==> src/rtl/adc_spi_sampler_pkg.sv <==
// Shared types and default widths for the ADC SPI sampler and the filter it feeds.
package adc_pkg;

  typedef enum logic [1:0] {IDLE, SETUP, SHIFT, QUIET} adc_state_t;

  localparam int ADC_DATA_BITS  = 12;
  localparam int ADC_FRAME_BITS = 16;

endpackage

==> src/rtl/adc_spi_sampler_tick.sv <==
// Sample-rate tick generator: free-running period counter, held at 0 while disabled.
module sample_tick_gen
  import adc_pkg::*;
#(
  parameter int SAMPLE_PERIOD = 100,
  parameter int PERIOD_BITS   = 7
) (
  input  logic clk,
  input  logic rst,
  input  logic i_enable,
  output logic o_tick
);

  localparam logic [PERIOD_BITS-1:0] COUNT_LAST = PERIOD_BITS'(SAMPLE_PERIOD - 1);

  logic [PERIOD_BITS-1:0] r_count;

  // Period counter; dropping enable restarts the period from zero.
  always_ff @(posedge clk or posedge rst) begin
    if (rst) begin
      r_count <= '0;
    end else if (!i_enable) begin
      r_count <= '0;
    end else if (r_count == COUNT_LAST) begin
      r_count <= '0;
    end else begin
      r_count <= r_count + 1'b1;
    end
  end

  assign o_tick = i_enable && (r_count == COUNT_LAST);

endmodule

==> src/rtl/adc_spi_sampler.sv <==
// Periodic SPI master for a 12-bit serial ADC (CPOL=1, CS_n framed, MSB first).
// One frame per sample tick; the result is presented with a one-cycle strobe.
module adc_spi_sampler
  import adc_pkg::*;
#(
  parameter int DATA_BITS     = ADC_DATA_BITS,
  parameter int FRAME_BITS    = ADC_FRAME_BITS,
  parameter int HALF_DIV      = 2,
  parameter int SAMPLE_PERIOD = 100,
  parameter int PERIOD_BITS   = 7
) (
  input  logic                 clk,
  input  logic                 rst,
  input  logic                 enable,
  input  logic                 adc_sdo,
  output logic                 adc_sclk,
  output logic                 adc_cs_n,
  output logic                 data_out_ready,
  output logic [DATA_BITS-1:0] data_out,
  output logic                 overrun
);

  localparam int HC_W = (HALF_DIV > 1) ? $clog2(HALF_DIV) : 1;
  localparam int BC_W = $clog2(FRAME_BITS + 1);
  localparam logic [HC_W-1:0] HALF_LAST = HC_W'(HALF_DIV - 1);
  localparam logic [BC_W-1:0] BIT_LAST  = BC_W'(FRAME_BITS);

  adc_state_t           r_state;
  logic                 r_cs_n;
  logic                 r_sclk;
  logic                 r_ready;
  logic                 r_overrun;
  logic [HC_W-1:0]      r_half_cnt;
  logic [BC_W-1:0]      r_bit_cnt;
  logic [DATA_BITS-1:0] r_shift;
  logic [DATA_BITS-1:0] r_data;
  logic                 w_tick;
  logic                 w_half_done;

  sample_tick_gen #(
    .SAMPLE_PERIOD(SAMPLE_PERIOD),
    .PERIOD_BITS  (PERIOD_BITS)
  ) u_tick (
    .clk     (clk),
    .rst     (rst),
    .i_enable(enable),
    .o_tick  (w_tick)
  );

  assign w_half_done = (r_half_cnt == HALF_LAST);

  // Frame sequencer: CS_n framing, SCLK phases, sampling on SCLK rise, result strobe.
  // The shift register only keeps DATA_BITS; the leading frame bits fall off the top.
  always_ff @(posedge clk or posedge rst) begin
    if (rst) begin
      r_state    <= IDLE;
      r_cs_n     <= 1'b1;
      r_sclk     <= 1'b1;
      r_ready    <= 1'b0;
      r_overrun  <= 1'b0;
      r_half_cnt <= '0;
      r_bit_cnt  <= '0;
      r_shift    <= '0;
      r_data     <= '0;
    end else begin
      r_ready   <= 1'b0;
      r_overrun <= w_tick && (r_state != IDLE);
      case (r_state)
        IDLE: begin
          r_cs_n     <= 1'b1;
          r_sclk     <= 1'b1;
          r_half_cnt <= '0;
          r_bit_cnt  <= '0;
          if (w_tick) begin
            r_cs_n  <= 1'b0;
            r_state <= SETUP;
          end
        end
        SETUP: begin
          if (w_half_done) begin
            r_half_cnt <= '0;
            r_sclk     <= 1'b0;
            r_state    <= SHIFT;
          end else begin
            r_half_cnt <= r_half_cnt + 1'b1;
          end
        end
        SHIFT: begin
          if (!w_half_done) begin
            r_half_cnt <= r_half_cnt + 1'b1;
          end else if (!r_sclk) begin
            r_half_cnt <= '0;
            r_sclk     <= 1'b1;
            r_shift    <= {r_shift[DATA_BITS-2:0], adc_sdo};
            r_bit_cnt  <= r_bit_cnt + 1'b1;
          end else if (r_bit_cnt == BIT_LAST) begin
            r_half_cnt <= '0;
            r_cs_n     <= 1'b1;
            r_ready    <= 1'b1;
            r_data     <= r_shift;
            r_state    <= QUIET;
          end else begin
            r_half_cnt <= '0;
            r_sclk     <= 1'b0;
          end
        end
        QUIET: begin
          if (w_half_done) begin
            r_half_cnt <= '0;
            r_state    <= IDLE;
          end else begin
            r_half_cnt <= r_half_cnt + 1'b1;
          end
        end
        default: begin
          r_state <= IDLE;
          r_cs_n  <= 1'b1;
          r_sclk  <= 1'b1;
        end
      endcase
    end
  end

  assign adc_sclk       = r_sclk;
  assign adc_cs_n       = r_cs_n;
  assign data_out_ready = r_ready;
  assign data_out       = r_data;
  assign overrun        = r_overrun;

endmodule

==> config.mk <==
export PLATFORM = sky130hd
export DESIGN_NAME = adc_spi_sampler
export DESIGN_NICKNAME = d
export VERILOG_FILES = /design/src/rtl/adc_spi_sampler_pkg.sv /design/src/rtl/adc_spi_sampler_tick.sv /design/src/rtl/adc_spi_sampler.sv
export SDC_FILE = /design/constraint.sdc
export NUM_CORES = 1
export LEC_CHECK = 0
export BUFFER_PORTS_ARGS = -buffer_cell sky130_fd_sc_hd__buf_2
export CORE_MARGIN = 1
export CORE_UTILIZATION = 60
export CTS_CLUSTER_SIZE = 8
export DETAILED_ROUTE_END_ITERATION = 8
export GPL_TIMING_DRIVEN = 0
export HOLD_SLACK_MARGIN = 0.12
export PLACE_DENSITY = 0.81
export SYNTH_ARGS = -nofsm -noshare
export SYNTH_HDL_FRONTEND = slang
export SYNTH_HIERARCHICAL = 1
export SYNTH_SLANG_ARGS = --single-unit
==> constraint.sdc <==
create_clock -name clk -period 3.9 [get_ports clk]
set_input_delay 0.585 -clock clk [delete_from_list [all_inputs] [get_ports clk]]
set_output_delay 0.585 -clock clk [all_outputs]
set_load 0.02 [all_outputs]
==> metrics <==
Port Buffer Count 19; core area 0.00308 mm^2; power density over the cells 338 mW/mm^2; Post-CTS Hold Buffers 0; WP data required 4.12 ns; period utilisation layout 49.3%; RSZ-0062 raised after global routing no; post_cts resized 0; Synth Instances 155; Placed Area 0.00212 mm^2; status finished clean; num rows 20; yosys warns 6; largest net degree at the start of global routing 37; Setup Fix Bufs, Post-CTS 0; initial core utilization 64.1%; I/O Pins 20; kind of end point of the critical path flip-flop; dominant cell type by area after synthesis dfrtp_1; r2r startpoint u_tick/r_count[3]; drt pass-1 iters 4; post-synthesis cell area 0.00197 mm^2; sequential share of the synthesized area 54.6%; post-layout minimum cycle time 1.92 ns; reg2reg end r_state[1]; share of cells above drive strength 1 35.2%; Worst-Skew Late Latency 0.34 ns; wl on met1 1460 um; worst hold path type in -> async; Synth Flop Type dfrtp_1; drt total wl 3330 um; die area 0.00352 mm^2; fmax 520 MHz; Fin. Hold Viols 0; Setup violations, final 0; R2R depth 5; final setup TNS 0 ns; most frequent cell after synthesis dfrtp_1; measured slew at the worst slew-check pin 0.734 ns; drt drc 0; Max Cap Viol 0; WL met3 112 um; CTS tree yes; H-tree Lvls 2; gpl congestion 0.790; drt first-iter violations 45; Top Layer Used met4; GRT Total Usage 22.4%; Syn Nets 167; die height 59.4 um; n_diodes 0; clock sink total 43; die width 59.4 um; global-route wire length before repair 5660 um; WS Path Type reg -> reg; Yosys cell types 32; Worst Setup Start Kind flip-flop; worst vdd rail ir drop 293 uV; Avg Inst Size Synth 12.7 um^2; Post-synth EDFFs 0; Vias 1244; CTS Buf Count 5; Post-Route Skew 0.00614 ns; CTS root buf clkbuf_4; Avg Vias per Cell 5.50; Synth area leaders dfrtp_1 52%, mux2_2 9.1%, mux2_4 6.1%; final instance area 0.00221 mm^2; CTS max path bufs 2; Critical Path AT 2.15 ns; fill count 226; Post-synth top cells 41 x dfrtp_1, 16 x mux2_2, 11 x inv_1; vias in the first global route 1239; Yosys top cell area share 52.0%; WL met2 1720 um; initial antenna violation count 0; R2R Setup Slk 1.98 ns; hpwl dp 2360 um; nets 193; CTS clk-pin slew, worst paths 0.12 ns; #FFs+latches synth 43; critical path peak fanout 4; ys async rst share 100%; area grow syn2layout 11.7%; P_leak 1.14 nW; relative slew slack 51.0%; total congestion overflow 0; Routed Antenna Nets 0; wire length per cell 14.7 um; final core utilization 71.7%; max-slew violations 0
worst max-delay path, cell delays in order (launching register included):
cell and delay [ns]:
dfrtp_1 0.44, or4b_4 0.57, nor3_1 0.34, nor2b_1 0.09, o31ai_1 0.24, o211ai_1 0.13
kinds of logic (layout without fill, tap and decap cells):
logic type | count (synthesis) | count (layout) | synth area share, %
buffers and inverters | 15 | 42 | 3.42
adders and majority gates | 8 | 8 | 5.07
DFF | 43 | 43 | 54.6
muxes | 24 | 24 | 15.2
and+or+nand+nor | 37 | 37 | 11.8
xor gates and xnor gates | 4 | 4 | 1.77
AOI/OAI and AO/OA | 24 | 24 | 8.11
registers in the layout, summed over array words and instances (netlist names):
register,cells
r_shift,12
overrun,1
r_half_cnt,1
adc_sclk,1
data_out_ready,1
r_state,2
u_tick/r_count,7
r_bit_cnt,5
adc_cs_n,1
data_out,12
routing by layer:
layer	up-vias	GRT usage [%]
met4	0	6.46
li1	600	-
met1	615	28.5
met2	23	37.2
met3	6	6.55
met5	-	0
cells in the final DEF, fill, tap and decap left out, drive strengths merged, types with 2 or more instances in the layout:
cell type / n
o31ai: 2
a21oi: 6
clkbuf: 5
ha: 8
nor2: 8
nor3: 4
a211oi: 2
o211ai: 3
nand2b: 3
dfrtp: 41
nand3: 6
inv: 11
o21ai: 8
xor2: 3
or3: 3
mux2: 24
nand2: 3
dfstp: 2
clkinv: 2
buf: 23
nor2b: 4
how the worst max path moves through the flow:
stage / startpoint / end / slack [ns] / cells past startpoint
2_1_floorplan: u_tick/r_count[3] / r_state[1] / 2.17 / 5
3_3_place_gp: u_tick/r_count[3] / r_state[0] / 2.02 / 5
3_5_place_dp: u_tick/r_count[3] / r_state[1] / 1.97 / 5
4_1_cts: u_tick/r_count[3] / r_state[1] / 1.95 / 5
5_1_grt: u_tick/r_count[3] / r_state[0] / 1.78 / 5
6_report: u_tick/r_count[3] / r_state[1] / 1.98 / 5
cell type report:
| type | count | area [um^2] | share of cell area (%) |
|---|---|---|---|
| plain buffers | 4 | 26.3 | 1.19 |
| repair buffers | 19 | 95.1 | 4.31 |
| clock inverters | 3 | 43.8 | 1.99 |
| multi-input cells | 97 | 828 | 37.5 |
| flip-flops and latches | 43 | 1080 | 48.9 |
| well taps | 44 | 55.1 | 2.50 |
| clock buffers | 5 | 37.5 | 1.70 |
| inverters | 11 | 41.3 | 1.87 |
metrics by stage:
stage | hold WS (ns) | instances | total power, mW | worst slack, ns
4_1_cts | 0.157 | 226 | 0.755 | 1.95
3_5_place_dp | 0.476 | 218 | 0.479 | 1.97
5_1_grt | 0.166 | 226 | 0.773 | 1.78
3_3_place_gp | 0.468 | 218 | 0.477 | 2.02
2_1_floorplan | 0.388 | 155 | 0.473 | 2.17
6_report | 0.169 | 226 | 0.745 | 1.98
power breakdown:
group	total, mW	internal, mW	switching (mW)	leakage (nW)
Combinational	0.0182	0.00474	0.0135	0.505
Sequential	0.452	0.449	0.00318	0.589
Clock	0.275	0.135	0.140	0.0452
Total	0.745	0.589	0.156	1.14
No activity file was read; power rests on OpenSTA's default activity.
